==> config.mk <==
export PLATFORM = sky130hd
export DESIGN_NAME = lieat_ifu_ibuf
export DESIGN_NICKNAME = d
export VERILOG_FILES = /design/src/rtl/lieat_ifu_ibuf.sv
export SDC_FILE = /design/constraint.sdc
export NUM_CORES = 1
export LEC_CHECK = 0
export BUFFER_PORTS_ARGS = -buffer_cell sky130_fd_sc_hd__buf_2
export CAP_MARGIN = 15
export CORE_AREA = 5 5 136 138
export CTS_CLUSTER_SIZE = 28
export DETAILED_ROUTE_END_ITERATION = 7
export DIE_AREA = 0 0 141 143
export GPL_ROUTABILITY_DRIVEN = 0
export HOLD_SLACK_MARGIN = 0.03
export PLACE_DENSITY_LB_ADDON = 0.25
export SLEW_MARGIN = 20
export SYNTH_ARGS = -nofsm -noshare
export SYNTH_HDL_FRONTEND = slang
export SYNTH_SLANG_ARGS = --single-unit
==> constraint.sdc <==
create_clock -name clock -period 4.9 [get_ports clock]
set_clock_uncertainty 0.1 [all_clocks]
set_input_delay 0.98 -clock clock [delete_from_list [all_inputs] [get_ports clock]]
set_output_delay 0.98 -clock clock [all_outputs]
set_load 0.01 [all_outputs]
==> src/rtl/lieat_ifu_ibuf.sv <==
`default_nettype none
// ============================================================================
// Module      : lieat_ifu_ibuf
// Description : Instruction buffer between the fetch response port and the
//               decode stage. A small circular FIFO lets fetch keep returning
//               instructions while decode is stalled. Everything buffered is
//               dropped on an execute-stage flush.
//
//               Outputs come only from stored state, so there is no
//               combinational path from if_i_* to id_o_*. There is also none
//               from id_o_ready to if_i_ready: a full buffer refuses a write
//               even when decode is reading in the same cycle.
//
// Ports       : clock            - rising-edge clock
//               reset            - asynchronous, active-high reset
//               if_i_valid       - fetch response valid
//               if_i_ready       - buffer can accept an entry
//               if_i_pc          - pc of fetched instruction
//               if_i_inst        - fetched instruction
//               if_i_prdt_taken  - branch predictor taken flag
//               flush_req        - execute-stage flush, drops all contents
//               id_o_valid       - head entry valid toward decode
//               id_o_ready       - decode accepts head entry
//               id_o_pc          - head pc
//               id_o_inst        - head instruction
//               id_o_prdt_taken  - head prediction flag
//               ibuf_count       - number of occupied entries
//               ibuf_empty       - buffer holds no entries
//
// Revision    : 1.0 - initial release
// ============================================================================
module lieat_ifu_ibuf #(
    parameter int DEPTH = 4,
    parameter int XLEN  = 32
) (
    input  logic                     clock,
    input  logic                     reset,

    input  logic                     if_i_valid,
    output logic                     if_i_ready,
    input  logic [XLEN-1:0]          if_i_pc,
    input  logic [XLEN-1:0]          if_i_inst,
    input  logic                     if_i_prdt_taken,

    input  logic                     flush_req,

    output logic                     id_o_valid,
    input  logic                     id_o_ready,
    output logic [XLEN-1:0]          id_o_pc,
    output logic [XLEN-1:0]          id_o_inst,
    output logic                     id_o_prdt_taken,

    output logic [$clog2(DEPTH):0]   ibuf_count,
    output logic                     ibuf_empty
);

    // ------------------------------------------------------------------------
    // Constants
    // ------------------------------------------------------------------------
    localparam int c_aw = $clog2(DEPTH);   // pointer width
    localparam int c_cw = c_aw + 1;        // count width, can hold DEPTH

    localparam logic [c_cw-1:0] c_count_full = c_cw'(DEPTH);
    localparam logic [c_cw-1:0] c_count_zero = '0;
    localparam logic [c_cw-1:0] c_count_one  = c_cw'(1);
    localparam logic [c_aw-1:0] c_ptr_one    = c_aw'(1);

    // ------------------------------------------------------------------------
    // State
    // ------------------------------------------------------------------------
    // Payload storage is deliberately not reset: id_o_valid masks stale data.
    logic [XLEN-1:0]  r_pc_mem    [DEPTH];
    logic [XLEN-1:0]  r_inst_mem  [DEPTH];
    logic             r_taken_mem [DEPTH];

    // Pointers are exactly c_aw bits, so they wrap from DEPTH-1 to 0 on their
    // own. The occupancy lives in its own register rather than being derived
    // from the pointers, which would need an extra wrap bit.
    logic [c_aw-1:0]  r_wptr;
    logic [c_aw-1:0]  r_rptr;
    logic [c_cw-1:0]  r_count;

    // ------------------------------------------------------------------------
    // Handshakes
    // ------------------------------------------------------------------------
    logic w_full;
    logic w_empty;
    logic w_wr;
    logic w_rd;

    assign w_full  = (r_count == c_count_full);
    assign w_empty = (r_count == c_count_zero);

    // Flush masks both sides, so nothing presented in the flush cycle is
    // either stored or reported as consumed.
    assign if_i_ready = ~w_full  & ~flush_req;
    assign id_o_valid = ~w_empty & ~flush_req;

    assign w_wr = if_i_valid & if_i_ready;
    assign w_rd = id_o_valid & id_o_ready;

    // ------------------------------------------------------------------------
    // Output view of the head entry
    // ------------------------------------------------------------------------
    assign id_o_pc         = r_pc_mem[r_rptr];
    assign id_o_inst       = r_inst_mem[r_rptr];
    assign id_o_prdt_taken = r_taken_mem[r_rptr];

    assign ibuf_count = r_count;
    assign ibuf_empty = w_empty;

    // ------------------------------------------------------------------------
    // Pointer and occupancy control
    // ------------------------------------------------------------------------
    // Because the count is reset asynchronously, id_o_valid falls as soon as
    // reset rises, with no clock edge needed.
    always_ff @(posedge clock or posedge reset) begin
        if (reset) begin
            r_wptr  <= '0;
            r_rptr  <= '0;
            r_count <= '0;
        end else if (flush_req) begin
            // Returning both pointers to zero puts the first instruction
            // after the redirect into entry 0.
            r_wptr  <= '0;
            r_rptr  <= '0;
            r_count <= '0;
        end else begin
            if (w_wr) begin
                r_wptr <= r_wptr + c_ptr_one;
            end
            if (w_rd) begin
                r_rptr <= r_rptr + c_ptr_one;
            end
            // A write and a read in the same cycle leave the count unchanged.
            if (w_wr && !w_rd) begin
                r_count <= r_count + c_count_one;
            end else if (w_rd && !w_wr) begin
                r_count <= r_count - c_count_one;
            end
        end
    end

    // ------------------------------------------------------------------------
    // Entry storage
    // ------------------------------------------------------------------------
    // w_wr is already low during a flush, so no flush check is needed here.
    always_ff @(posedge clock) begin
        if (w_wr) begin
            r_pc_mem[r_wptr]    <= if_i_pc;
            r_inst_mem[r_wptr]  <= if_i_inst;
            r_taken_mem[r_wptr] <= if_i_prdt_taken;
        end
    end

endmodule
`default_nettype wire

==> flow_metrics.tcl <==
set metrics [dict create \
    status "completed" \
    portBuffers 140 \
    top_layer "met5" \
    path_cells "buf_12 -> mux4_2 -> buf_2" \
    hold_viol 0 \
    avgSynthCellArea_sq_um 24.8 \
    viasPerCell 5.56 \
    clk_pin_slew_ns 0.06 \
    yosysUniqueCellTypes 29 \
    wl_um 17200 \
    critPathSlowestCell "dfrtp_4" \
    worstPathRequired_ns 3.82 \
    rsz0062_at_grt "no" \
    die_w_um 141 \
    relSlewSlack_pct 33.2 \
    powerDensity_nw_per_um2 470 \
    io_pins 141 \
    m1WireLength_um 6900 \
    critPathKind "reg -> out" \
    start_util_pct 58.3 \
    fin_tns_setup_ns 0 \
    synthDominantCellAreaShare_pct 78.5 \
    leakage_nw 3.92 \
    htreeDepth 1 \
    cts-resized-gates 0 \
    holdWs_ns 0.286 \
    worst_slack_ns 1.29 \
    die_y_um 143 \
    area_growth_pct 17.0 \
    wl_met3_um 1080 \
    synth.ff_latch_count 267 \
    finalNetCount 627 \
    dp_hpwl_um 9780 \
    setup_viol 0 \
    cts_made_buffers 26 \
    cp_slowest_stage_delay_ns 0.91 \
    instances_no_fill 796 \
    wl_met2_um 8950 \
    cts_tree "built" \
    yosysWarnings 0 \
    dr.pass1.iters 4 \
    avgRoutedWirePerCell_um 21.6 \
    root_buffer "clkbuf_16" \
    irDropWorstVdd_mv 0.271 \
    synth_area_sq_um 9950 \
    r2r-end "r_pc_mem[1][10]$_DFFE_PP_" \
    grt_max_degree 67 \
    placed_cells 749 \
    path_buf_inv 2 \
    reg2regPathDepth 3 \
    fin_crit_sh_pct 73.6 \
    cpLargestDelayFamily "flip-flops" \
    cp.arrival_ns 2.53 \
    fmax_mhz 277 \
    rrSetupSlack_ns 2.53 \
    synth_edf_count 260 \
    postCtsSetupRepairBufs 0 \
    grt_pass1_wl_um 27200 \
    pre_cts_ws_ns 1.74 \
    end_kind "output port" \
    ys_seq_area_share_pct 80.2 \
    cts.sinks 267 \
    yosys.area.top_type "edfxtp_1" \
    drive_above_1_share_pct 43.4 \
    min_period_ns 3.61 \
    ys_async_sr_fraction_pct 2.62 \
    ant_nets 0 \
    vias 4425 \
    syn_inst 401 \
    critPathMaxFanout 36 \
    hold_path_class "in -> async" \
    die_area_sq_um 20200 \
    drtIter0Drc 252 \
    rows 48 \
    r2r-start "ibuf_count[1]$_DFFE_PP0P_" \
    final_common_cell "edfxtp_1" \
    antenna_found_initial 1 \
    coreArea_sq_um 17100 \
    n_fill_cell 1110 \
    synthFlopType "edfxtp_1" \
    maxCapViolCount 0 \
    start_kind "flip-flop" \
    grt_usage_pct 17.5 \
    clock_latency_ns 0.52 \
    cts_buffer_depth 3 \
    synth_nets 476 \
    worst_pin_slew_ns 1.00 \
    grt_pass1_vias 4956 \
    final_cell_mix "edfxtp_1 (260), buf_2 (140), mux4_2 (65)" \
    grt_remaining_overflow 0 \
    diodes 0 \
    synth.area.top_cells "edfxtp_1 (78%), mux4_2 (15%), dfrtp_1 (1.8%)" \
    cts_hold_buf 0 \
    drc 0 \
    timing.final.max_slew_violations 0 \
]
per-layer routing:
metal / GRT usage [%] / vias up
li1: - / 2002
met1: 23.3 / 2271
met2: 30.2 / 126
met3: 3.62 / 24
met4: 4.18 / 2
met5: 0 / -
flip-flops by register name, summed over array words and instances (netlist names):
signal and flops:
ibuf_count 3, r_inst_mem 128, r_pc_mem 128, r_rptr 2, r_taken_mem 4, r_wptr 2
report_power, final:
group	internal, W	switching, W	total (W)
clock network	0.00116	0.000771	0.00193
logic	0.000417	0.000383	0.000800
registers	0.00263	0.000112	0.00274
logic make-up after synthesis:
group,share of synthesized area [%]
flops,80.2
xor+xnor,0.440
compound gates,0.591
fa+ha+maj,0.704
mux,15.0
simple gates,1.12
buf+inv,1.90
cell usage after synthesis (all sizes together) (2+ instances only):
cell type  number
edfxtp        260
mux4           65
buf            15
dfrtp           7
inv             7
nor2            7
and2            5
nand2           5
ha              4
a21oi           3
clkbuf          3
xor2            3
mux2i           2
nand3           2
o31ai           2
xnor2           2
worst register-to-register path, delay by kind of cell, from the launching register on:
family           cells  cell delay [ns]
AO/OA/AOI/OAI        1             0.37
flip-flops           1             0.45
AND/OR/NAND/NOR      2             1.02
final cells by class:
cell class / instances / area, sq um / area share [%]
Clock buffer: 33 / 698 / 6.00
Clock inverter: 14 / 136 / 1.17
Inverter: 7 / 26.3 / 0.226
Multi-Input combinational cell: 109 / 1790 / 15.4
Sequential cell: 267 / 7990 / 68.6
Tap cell: 225 / 282 / 2.42
Timing Repair Buffer: 141 / 721 / 6.19
how the worst max path moves through the flow:
stage                                from                         end  slack (ns)  cells after the start
floorplan                       flush_req  r_inst_mem[0][0]$_DFFE_PP_        1.41                      3
global placement    r_rptr[0]$_DFFE_PP0P_                id_o_inst[0]        1.74                      3
detailed placement  r_rptr[0]$_DFFE_PP0P_                id_o_inst[0]        1.74                      3
CTS                 r_rptr[0]$_DFFE_PP0P_                id_o_inst[0]        1.19                      3
global route        r_rptr[0]$_DFFE_PP0P_                id_o_inst[0]        1.10                      3
finish              r_rptr[0]$_DFFE_PP0P_                id_o_inst[0]        1.29                      3
per-stage QoR:
stage,power [W],utilization [%],instance area (sq um)
floorplan,0.00334,-,9950
global placement,0.00360,63.4,10800
detailed placement,0.00362,63.4,10800
CTS,0.00554,68.3,11600
global route,0.00570,68.3,11600
finish,0.00547,68.3,11600
Power figures use the tool's default switching activity.
